===== src/rtl/id_ibuf.sv =====
// id_ibuf: first-word-fall-through instruction buffer between fetch and decode,
// with branch flush and an optional drop of the first wrong-path beat after a flush.
module id_ibuf #(
    parameter int BUS_W            = 64,
    parameter int DEPTH            = 4,
    parameter bit DROP_AFTER_FLUSH = 1'b1
) (
    input  logic                   clk,
    input  logic                   reset,
    input  logic                   fs_to_ds_valid,
    input  logic [BUS_W-1:0]       fs_ds_bus,
    output logic                   ds_allow_in,
    input  logic                   flush,
    output logic                   ds_out_valid,
    output logic [BUS_W-1:0]       ds_out_bus,
    input  logic                   ds_out_ready,
    output logic [$clog2(DEPTH):0] count,
    output logic                   full,
    output logic                   empty
);
    localparam int AW = $clog2(DEPTH);
    localparam int CW = AW + 1;

    logic [BUS_W-1:0] mem [DEPTH];
    logic [AW-1:0]    rd_ptr_q, rd_ptr_d, wr_ptr_q, wr_ptr_d;
    logic [CW-1:0]    count_q, count_d;
    logic             drop_pending_q, drop_pending_d;
    logic             accept, push, pop;

    always_comb begin
        full           = count_q == CW'(DEPTH);
        empty          = count_q == '0;
        count          = count_q;
        ds_allow_in    = !full || ds_out_ready;
        ds_out_valid   = !empty;
        ds_out_bus     = mem[rd_ptr_q];
        accept         = fs_to_ds_valid && ds_allow_in && !flush;
        push           = accept && !(DROP_AFTER_FLUSH && drop_pending_q);
        pop            = ds_out_valid && ds_out_ready && !flush;
        rd_ptr_d       = flush ? '0 : rd_ptr_q + AW'(pop);
        wr_ptr_d       = flush ? '0 : wr_ptr_q + AW'(push);
        count_d        = flush ? '0 : count_q + CW'(push) - CW'(pop);
        // Any accepted beat consumes the pending drop, whether or not it was stored.
        drop_pending_d = flush ? DROP_AFTER_FLUSH : drop_pending_q && !accept;
    end

    always_ff @(posedge clk or posedge reset) begin
        if (reset) begin
            rd_ptr_q       <= '0;
            wr_ptr_q       <= '0;
            count_q        <= '0;
            drop_pending_q <= 1'b0;
        end else begin
            rd_ptr_q       <= rd_ptr_d;
            wr_ptr_q       <= wr_ptr_d;
            count_q        <= count_d;
            drop_pending_q <= drop_pending_d;
        end
    end

    always_ff @(posedge clk) begin
        if (push) mem[wr_ptr_q] <= fs_ds_bus;
    end

    assert property (@(posedge clk) disable iff (reset) count_q <= CW'(DEPTH));
    assert property (@(posedge clk) disable iff (reset) !(push && full && !ds_out_ready));
    assert property (@(posedge clk) disable iff (reset) wr_ptr_q - rd_ptr_q == count_q[AW-1:0]);
endmodule


===== config.mk =====
export PLATFORM = sky130hd
export DESIGN_NAME = id_ibuf
export DESIGN_NICKNAME = d
export VERILOG_FILES = /design/src/rtl/id_ibuf.sv
export SDC_FILE = /design/constraint.sdc
export NUM_CORES = 1
export LEC_CHECK = 0
export CAP_MARGIN = 10
export CORE_ASPECT_RATIO = 0.8
export CORE_MARGIN = 2
export CORE_UTILIZATION = 40
export CTS_CLUSTER_DIAMETER = 120
export DETAILED_ROUTE_END_ITERATION = 10
export SYNTH_ARGS = -nofsm -noshare
export SYNTH_HDL_FRONTEND = slang
export SYNTH_SLANG_ARGS = --single-unit

===== constraint.sdc =====
create_clock -name clk -period 8.23 [get_ports clk]
set_input_delay 2.469 -clock clk [delete_from_list [all_inputs] [get_ports clk]]
set_output_delay 2.469 -clock clk [all_outputs]
set_load 0.03 [all_outputs]

### Word-level counts from Yosys, hierarchy flattened

Memories as Yosys holds them, arrays and structs flattened.
Index checks and enable logic that the tools add are counted.

* bits in registers: 8
* bits in latches: 0
* bits in writable memories: 256
* bits in read-only memories: 0
* output and inout port bits: 71
* logic and storage cells: 29
* memories: 1

Memories
* mem: words 4, bits a word 64, rd ports 1, clocked after Yosys merged registers in 0, wr ports 1, line 24 `logic [BUS_W-1:0] mem [DEPTH];`

* $add $sub $neg: 4
* multipliers: 0
* divide/modulo/power cells: 0
* order comparisons: 0
* equal/unequal tests: 1
* shifts and indexed selects: 0
* mux-type cells: 6
* bitwise operators: 0
* reductions and logical operators: 13

Operators by type and width (count)
* $logic_and A1 B1 Y1: 6
* $logic_not A1 Y1: 5
* $add A2 B1 Y2: 2
* $mux W2: 2
* $add A3 B1 Y3: 1
* $eq A3 B3 Y1 const B: 1
* $logic_not A3 Y1: 1
* $mux W1: 3
* $mux W3: 1
* $sub A3 B1 Y3: 1
* $logic_or A1 B1 Y1: 1

### Depth between registers and ports, before layout

Gate-level depths: netlist (run 1).

* depth in word-level cells: 9
* gate-level depth with buffers: 10
* mapped depth without buffers: 10

### Worst setup path after synthesis (run 1)

OpenSTA, ideal clock, no wires.

* path kind: input to register
* from: input port flush
* to: memory mem[1][0] (enable)
* setup time: 666 ps
* arrival time: 9580 ps
* setup slack: -2016 ps
* stages: 3
* buffers on the path: 1
* cells stage by stage: buf_6 or3b_4 nor4b_1

* word-level cells in the longest chain between the ends: 5

RTL lines
* from (decl): line 13 `input logic flush,`
* $logic_not A1 Y1: line 37 `accept = fs_to_ds_valid && ds_allow_in && !flush;`
* $logic_and A1 B1 Y1: line 37
* $logic_and A1 B1 Y1: line 38 `push = accept && !(DROP_AFTER_FLUSH && drop_pending_q);`
* $mux W1: line 62 `if (push) mem[wr_ptr_q] <= fs_ds_bus;`
* $mux W1 (implied by the code): line 62
* to (decl): line 24

No other way between the ends.

### Final worst setup path (run 1)

* from: input port ds_out_ready
* to: output port ds_allow_in

* word-level cells in the longest chain between the ends: 1

RTL lines
* from (decl): line 16 `input logic ds_out_ready,`
* $logic_or A1 B1 Y1: line 34 `ds_allow_in = !full || ds_out_ready;`
* to (decl): line 12 `output logic ds_allow_in,`

No other way between the ends.

==> impl_metrics.csv, run 1 <==
group,metric,value,unit
critical_path,startpoint_type,"input port",
hold_path,holdPathStages,2,
synthesis,yosys_warnings,0,
floorplanning,die-area,0.0256,mm2
clocking,clock_latency,520,ps
clocking,cts-resized-gates,0,
layout,nFillCells,1906,
global_routing,antenna_found_initial,0,
hold_path,hold_path_class,"reg2reg",
layout,fin_util,0.510,
drt,ant_nets,0,
synthesis,synth_nets,452,
drt,vias,4371,
drt,vias_per_cell,5.00,
job,maxCapViolCount,0,
timing,setup-tns-final,0,ps
floorplanning,die_h,144,um
timing,fin_crit_sh,0.803,
clocking,cts_tree,"yes",
layout,fin_nets,614,
clocking,path_clk_slew,50,ps
global_routing,grt_use_total,0.136,
clocking,cts_setup_buffers,0,
drt,finalWirelength,17500,um
critical_path,critical_path_class,"in2out",
layout,areaGrowthSynthToFinish,26.4,%
global_routing,first_global_vias,4712,
drt,routedWlPerCell,20.0,um
timing,setup_viol,0,
power,power,3.16,mW
synthesis,synth_top_area_share,0.790,
layout,stdcell_area,0.0123,mm2
run_status,outcome,"complete, no violations",
global_routing,grt_max_degree,66,
place,dp_hpwl,10200,um
global_routing,grt_pass1_wl,26400,um
synthesis,avgSynthCellArea,25.8,um2
layout,antenna_cells,0,
drt,route.detailed.drc,0,
timing,skew,11.9,ps
hold_path,hold_path_end,"drop_pending_q",
floorplanning,core-area,0.0241,mm2
floorplanning,start_util,0.404,
synthesis,postSynthCellCount,378,
global_routing,grt_overflow,0,
drt,drt_first_pass_iters,4,
clocking,clockBufferDepth,3,
place,portBuffers,139,
critical_path,rrSetupSlack,5720,ps
power,peakVddDrop,0.150,mV
critical_path,timing.rr.end,"count[2]",
clocking,clock-root-buffer,"clkbuf_16",
synthesis,ys_seq_area_frac,0.810,
power,p_leak,3.85,nW
drt,first_iter_violations,230,
timing,min_period,6610,ps
clocking,cts_num_sinks,264,
critical_path,r2r_cells,10,
critical_path,critPathLaunch,"ds_out_ready",
floorplanning,rows,51,
synthesis,ys_ff_latch,264,
timing,hold_ws,580,ps
synthesis,syn-cell-area,0.00973,mm2
critical_path,cp_max_fo,6,
floorplanning,io_pins,140,
clocking,ctsHoldBuffers,0,
timing,tightestPinTransition,990,ps
place,gp_congestion,0.709,
place,dpl_cell_area,0.0115,mm2
timing,finalHoldViolCount,0,
timing,rsz0062_at_grt,"no",
critical_path,timing.rr.start,"count[1]",
synthesis,yosys.area.top_type,"edfxtp_1",
critical_path,required,5760,ps
hold_path,min_from,"drop_pending_q",
synthesis,synth.distinct_cells,23,
critical_path,cp.arrival,4140,ps
timing,slew_headroom,0.340,
timing,slew_violations,0,
power,p_per_area,257,mW/mm2
clocking,cts_made_buffers,27,
layout,drive_gt1_frac,0.210,
synthesis,synth.area.top_cells,"edfxtp_1 79%, mux4_2 15%, dfrtp_1 2.1%",
timing,fmax,151,MHz
clocking,htreeDepth,1,
critical_path,endpoint_kind,"output port",
floorplanning,die_w,178,um
==> cell usage after synthesis <==
| library cell | n |
|---|---|
| a31oi_1 | 1 |
| and2b_2 | 3 |
| and3_1 | 1 |
| buf_2 | 7 |
| buf_6 | 8 |
| dfrtp_1 | 8 |
| edfxtp_1 | 256 |
| fa_1 | 1 |
| ha_1 | 4 |
| inv_1 | 6 |
| mux4_2 | 64 |
| nand2_1 | 1 |
| nand3_1 | 1 |
| nor2_1 | 6 |
| nor3_1 | 1 |
| nor3b_1 | 1 |
| nor4_1 | 1 |
| nor4b_1 | 2 |
| nor4b_4 | 1 |
| or3_1 | 1 |
| or3b_4 | 1 |
| xnor2_1 | 2 |
| xnor3_1 | 1 |
==> cells by family after synthesis <==
family / after synthesis / share of synthesized area
compound gates: 1 / 0.000643
buf+inv: 21 / 0.0152
mux: 64 / 0.148
xor+xnor: 3 / 0.00411
flops: 264 / 0.810
fa+ha+maj: 5 / 0.00720
simple gates: 20 / 0.0145
==> worst max path at each step <==
stage	endpoint	slack, ps
final	ds_allow_in	1620
after global routing	ds_allow_in	1540
after CTS	ds_allow_in	1610
after detailed placement	ds_allow_in	1620
after global placement	ds_allow_in	1650
after floorplan	mem[1][0]	-2020
==> power breakdown <==
| part | switching [mW] | internal [mW] |
|---|---|---|
| clock | 0.459 | 0.661 |
| sequential | 0.0392 | 1.50 |
| combinational | 0.249 | 0.248 |
==> cell type report <==
type / count / area, um2 / area share
sequential: 264 / 7900 / 0.642
multi-input combinational: 93 / 1720 / 0.140
timing repair buffer: 148 / 1460 / 0.119
clock buffer: 35 / 706 / 0.0573
tap: 318 / 398 / 0.0323
clock inverter: 10 / 104 / 0.00844
inverter: 6 / 22.5 / 0.00183
==> sequential cells by signal (all words and copies together) (netlist names) <==
name            cells
mem               256
rd_ptr_q            2
count               3
drop_pending_q      1
wr_ptr_q            2
==> cells in the final DEF, fill, tap and decap left out, drive strengths merged, types with 4 or more instances in the layout <==
master / Yosys / routed
edfxtp: 256 / 256
clkdlybuf4s50: 0 / 139
mux4: 64 / 64
clkbuf: 0 / 35
buf: 15 / 9
dfrtp: 8 / 8
inv: 6 / 7
nor2: 6 / 6
clkinv: 0 / 5
ha: 4 / 4
==> critical path: stages <==
cell and delay (ps):
clkdlybuf4s50_1 460, nor4b_4 440, inv_1 150, clkdlybuf4s50_1 620
==> per-stage QoR <==
stage	setup WS, ps	cells
6_report	1620	874
5_1_grt	1540	874
4_1_cts	1610	874
3_5_place_dp	1620	829
3_3_place_gp	1650	829
2_1_floorplan	-2020	378
==> layer usage <==
metal | track usage | wire, um | share of wire
met1 | 0.178 | 7420 | 0.43
met4 | 0.0308 | 342 | 0.020
met2 | 0.226 | 8340 | 0.48
met3 | 0.0423 | 1350 | 0.077
met5 | 0 | 0 | 0
Note: power is estimated with default switching activity, not from simulation.
==> inputs of run 2 (changes only) <==
- clock period: 8.23 -> 6.7 ns (I/O delays scaled with it)
==> run 2 against run 1 <==
Flip-flop and latch count unchanged. Final cell count fell by 0.11%. Clock-buffer cell count decreased by 5. Setup slack worse by 590 ps. Combinational power increased by 24%. Non-clock buffer count down 1. Clock power up 15%. Via count is 0.11% lower. First-iteration DRC count rose by 23%. Clock skew increased by 1.5 ps. Global-route usage barely moved. Critical path type unchanged. Critical endpoint unchanged. Largest cell class unchanged. Largest power group unchanged.
==> impl_metrics.csv, run 2 (synthesized netlist as in run 1, its figures left out) <==
group,metric,value,unit
critical_path,timing.rr.end,"count[2]",
place,gp_congestion,0.696,
power,clkPwrFrac,0.340,
critical_path,required,4690,ps
critical_path,critical_path_class,"in2out",
power,switchingPower,917,uW
global_routing,grt_overflow,0,
clocking,ctsHoldBuffers,0,
global_routing,grt_pass1_wl,26300,um
floorplanning,die_w,178,um
floorplanning,rows,51,
floorplanning,die-area,0.0256,mm2
drt,vias_per_cell,5.00,
timing,finalHoldViolCount,0,
layout,final_common_cell,"edfxtp_1",
timing,min_period,5670,ps
timing,fin_crit_sh,0.847,
layout,top_register,"mem",
clocking,cts_num_sinks,264,
critical_path,crit_end,"ds_allow_in",
timing,skew,13.4,ps
place,portBuffers,139,
power,p_per_area,310,mW/mm2
layout,fin_nets,613,
timing,tightestPinTransition,1020,ps
drt,finalWirelength,17400,um
critical_path,cp.arrival,3660,ps
power,p_comb_frac,0.162,
critical_path,r2r_cells,10,
timing,slew_headroom,0.318,
power,internal-power,2.89,mW
clocking,cts_setup_buffers,0,
critical_path,timing.rr.start,"count[1]",
critical_path,rrSetupSlack,4190,ps
floorplanning,io_pins,140,
clocking,cts-resized-gates,0,
run_status,outcome,"complete, no violations",
drt,vias,4366,
layout,multi_input_area,0.00172,mm2
power,swShare,0.241,
hold_path,hold_path_class,"reg2reg",
floorplanning,start_util,0.404,
drt,drt_first_pass_iters,4,
drt,first_iter_violations,284,
clocking,htreeDepth,1,
layout,areaGrowthSynthToFinish,26.0,%
layout,largest_reg_flops,256,
power,power,3.80,mW
layout,stdcell_area,0.0123,mm2
job,maxCapViolCount,0,
timing,rsz0062_at_grt,"no",
timing,setup_viol,0,
power,p_leak,3.84,nW
layout,antenna_cells,0,
power,peakVddDrop,0.209,mV
clocking,clockBufferDepth,3,
global_routing,antenna_found_initial,1,
critical_path,cp_max_fo,6,
clocking,clock_latency,520,ps
clocking,clock-root-buffer,"clkbuf_16",
floorplanning,core-area,0.0241,mm2
timing,fmax,176,MHz
critical_path,endpoint_kind,"output port",
global_routing,grt_max_degree,66,
layout,drive_gt1_frac,0.213,
layout,seq_area,0.00790,mm2
drt,routedWlPerCell,20.0,um
place,dp_hpwl,10000,um
critical_path,critPathLaunch,"ds_out_ready",
clocking,cts_made_buffers,27,
clocking,path_clk_slew,60,ps
floorplanning,die_h,144,um
place,dpl_cell_area,0.0115,mm2
clocking,cts_tree,"yes",
global_routing,grt_use_total,0.137,
power,seq_power_share,0.498,
drt,route.detailed.drc,0,
drt,ant_nets,0,
global_routing,first_global_vias,4768,
critical_path,startpoint_type,"input port",
timing,slew_violations,0,
layout,nFillCells,1913,
layout,final_cell_mix,"256 x edfxtp_1, 139 x clkdlybuf4s50_1, 64 x mux4_2, 27 x clkbuf_16",
[run 2: how the worst min path moves through the flow]
stage	to	cells past startpoint	from	slack, ps
2_1_floorplan	drop_pending_q	2	drop_pending_q	530
3_3_place_gp	drop_pending_q	2	drop_pending_q	560
3_5_place_dp	wr_ptr_q[1]	2	wr_ptr_q[1]	640
4_1_cts	wr_ptr_q[1]	2	wr_ptr_q[1]	660
5_1_grt	drop_pending_q	2	drop_pending_q	680
6_report	drop_pending_q	2	drop_pending_q	650
[run 2: worst max-delay path, stage by stage]
cell and delay (ps):
clkdlybuf4s50_1 460, nor4b_4 430, inv_1 140, clkdlybuf4s50_1 620
[run 2: metrics by stage]
step | hold WS (ps) | setup TNS (ps) | util | setup slack (ps) | std cells
after floorplan | 530 | -608020 | - | -3090 | 378
after global placement | 559 | 0 | 0.477 | 1040 | 828
after detailed placement | 639 | 0 | 0.477 | 1010 | 828
after CTS | 660 | 0 | 0.508 | 1010 | 873
after global routing | 683 | 0 | 0.508 | 929 | 873
final | 646 | 0 | 0.508 | 1030 | 873
[run 2: power by group through the flow]
stage / clock (mW) / combinational (mW) / sequential [mW]
CTS: 1.33 / 0.626 / 1.90
global placement: 0 / 0.615 / 1.93
global route: 1.40 / 0.651 / 1.90
detailed placement: 0 / 0.623 / 1.93
floorplan: 0 / 0.401 / 1.91
finish: 1.29 / 0.616 / 1.90
[run 2: layout make-up]
type                            instances  share of cell area
Sequential cell                       264               0.644
Timing Repair Buffer                  147               0.119
Clock buffer                           30              0.0560
Multi-Input combinational cell         93               0.141
Clock inverter                         15             0.00592
Tap cell                              318              0.0324
Inverter                                6             0.00184
[run 2: layer usage]
| layer | GRT usage | up-vias | wire (um) |
|---|---|---|---|
| li1 | - | 1935 | - |
| met4 | 0.0325 | 0 | 291 |
| met1 | 0.179 | 2284 | 7650 |
| met2 | 0.227 | 120 | 8270 |
| met5 | 0 | - | 0 |
| met3 | 0.0399 | 27 | 1230 |
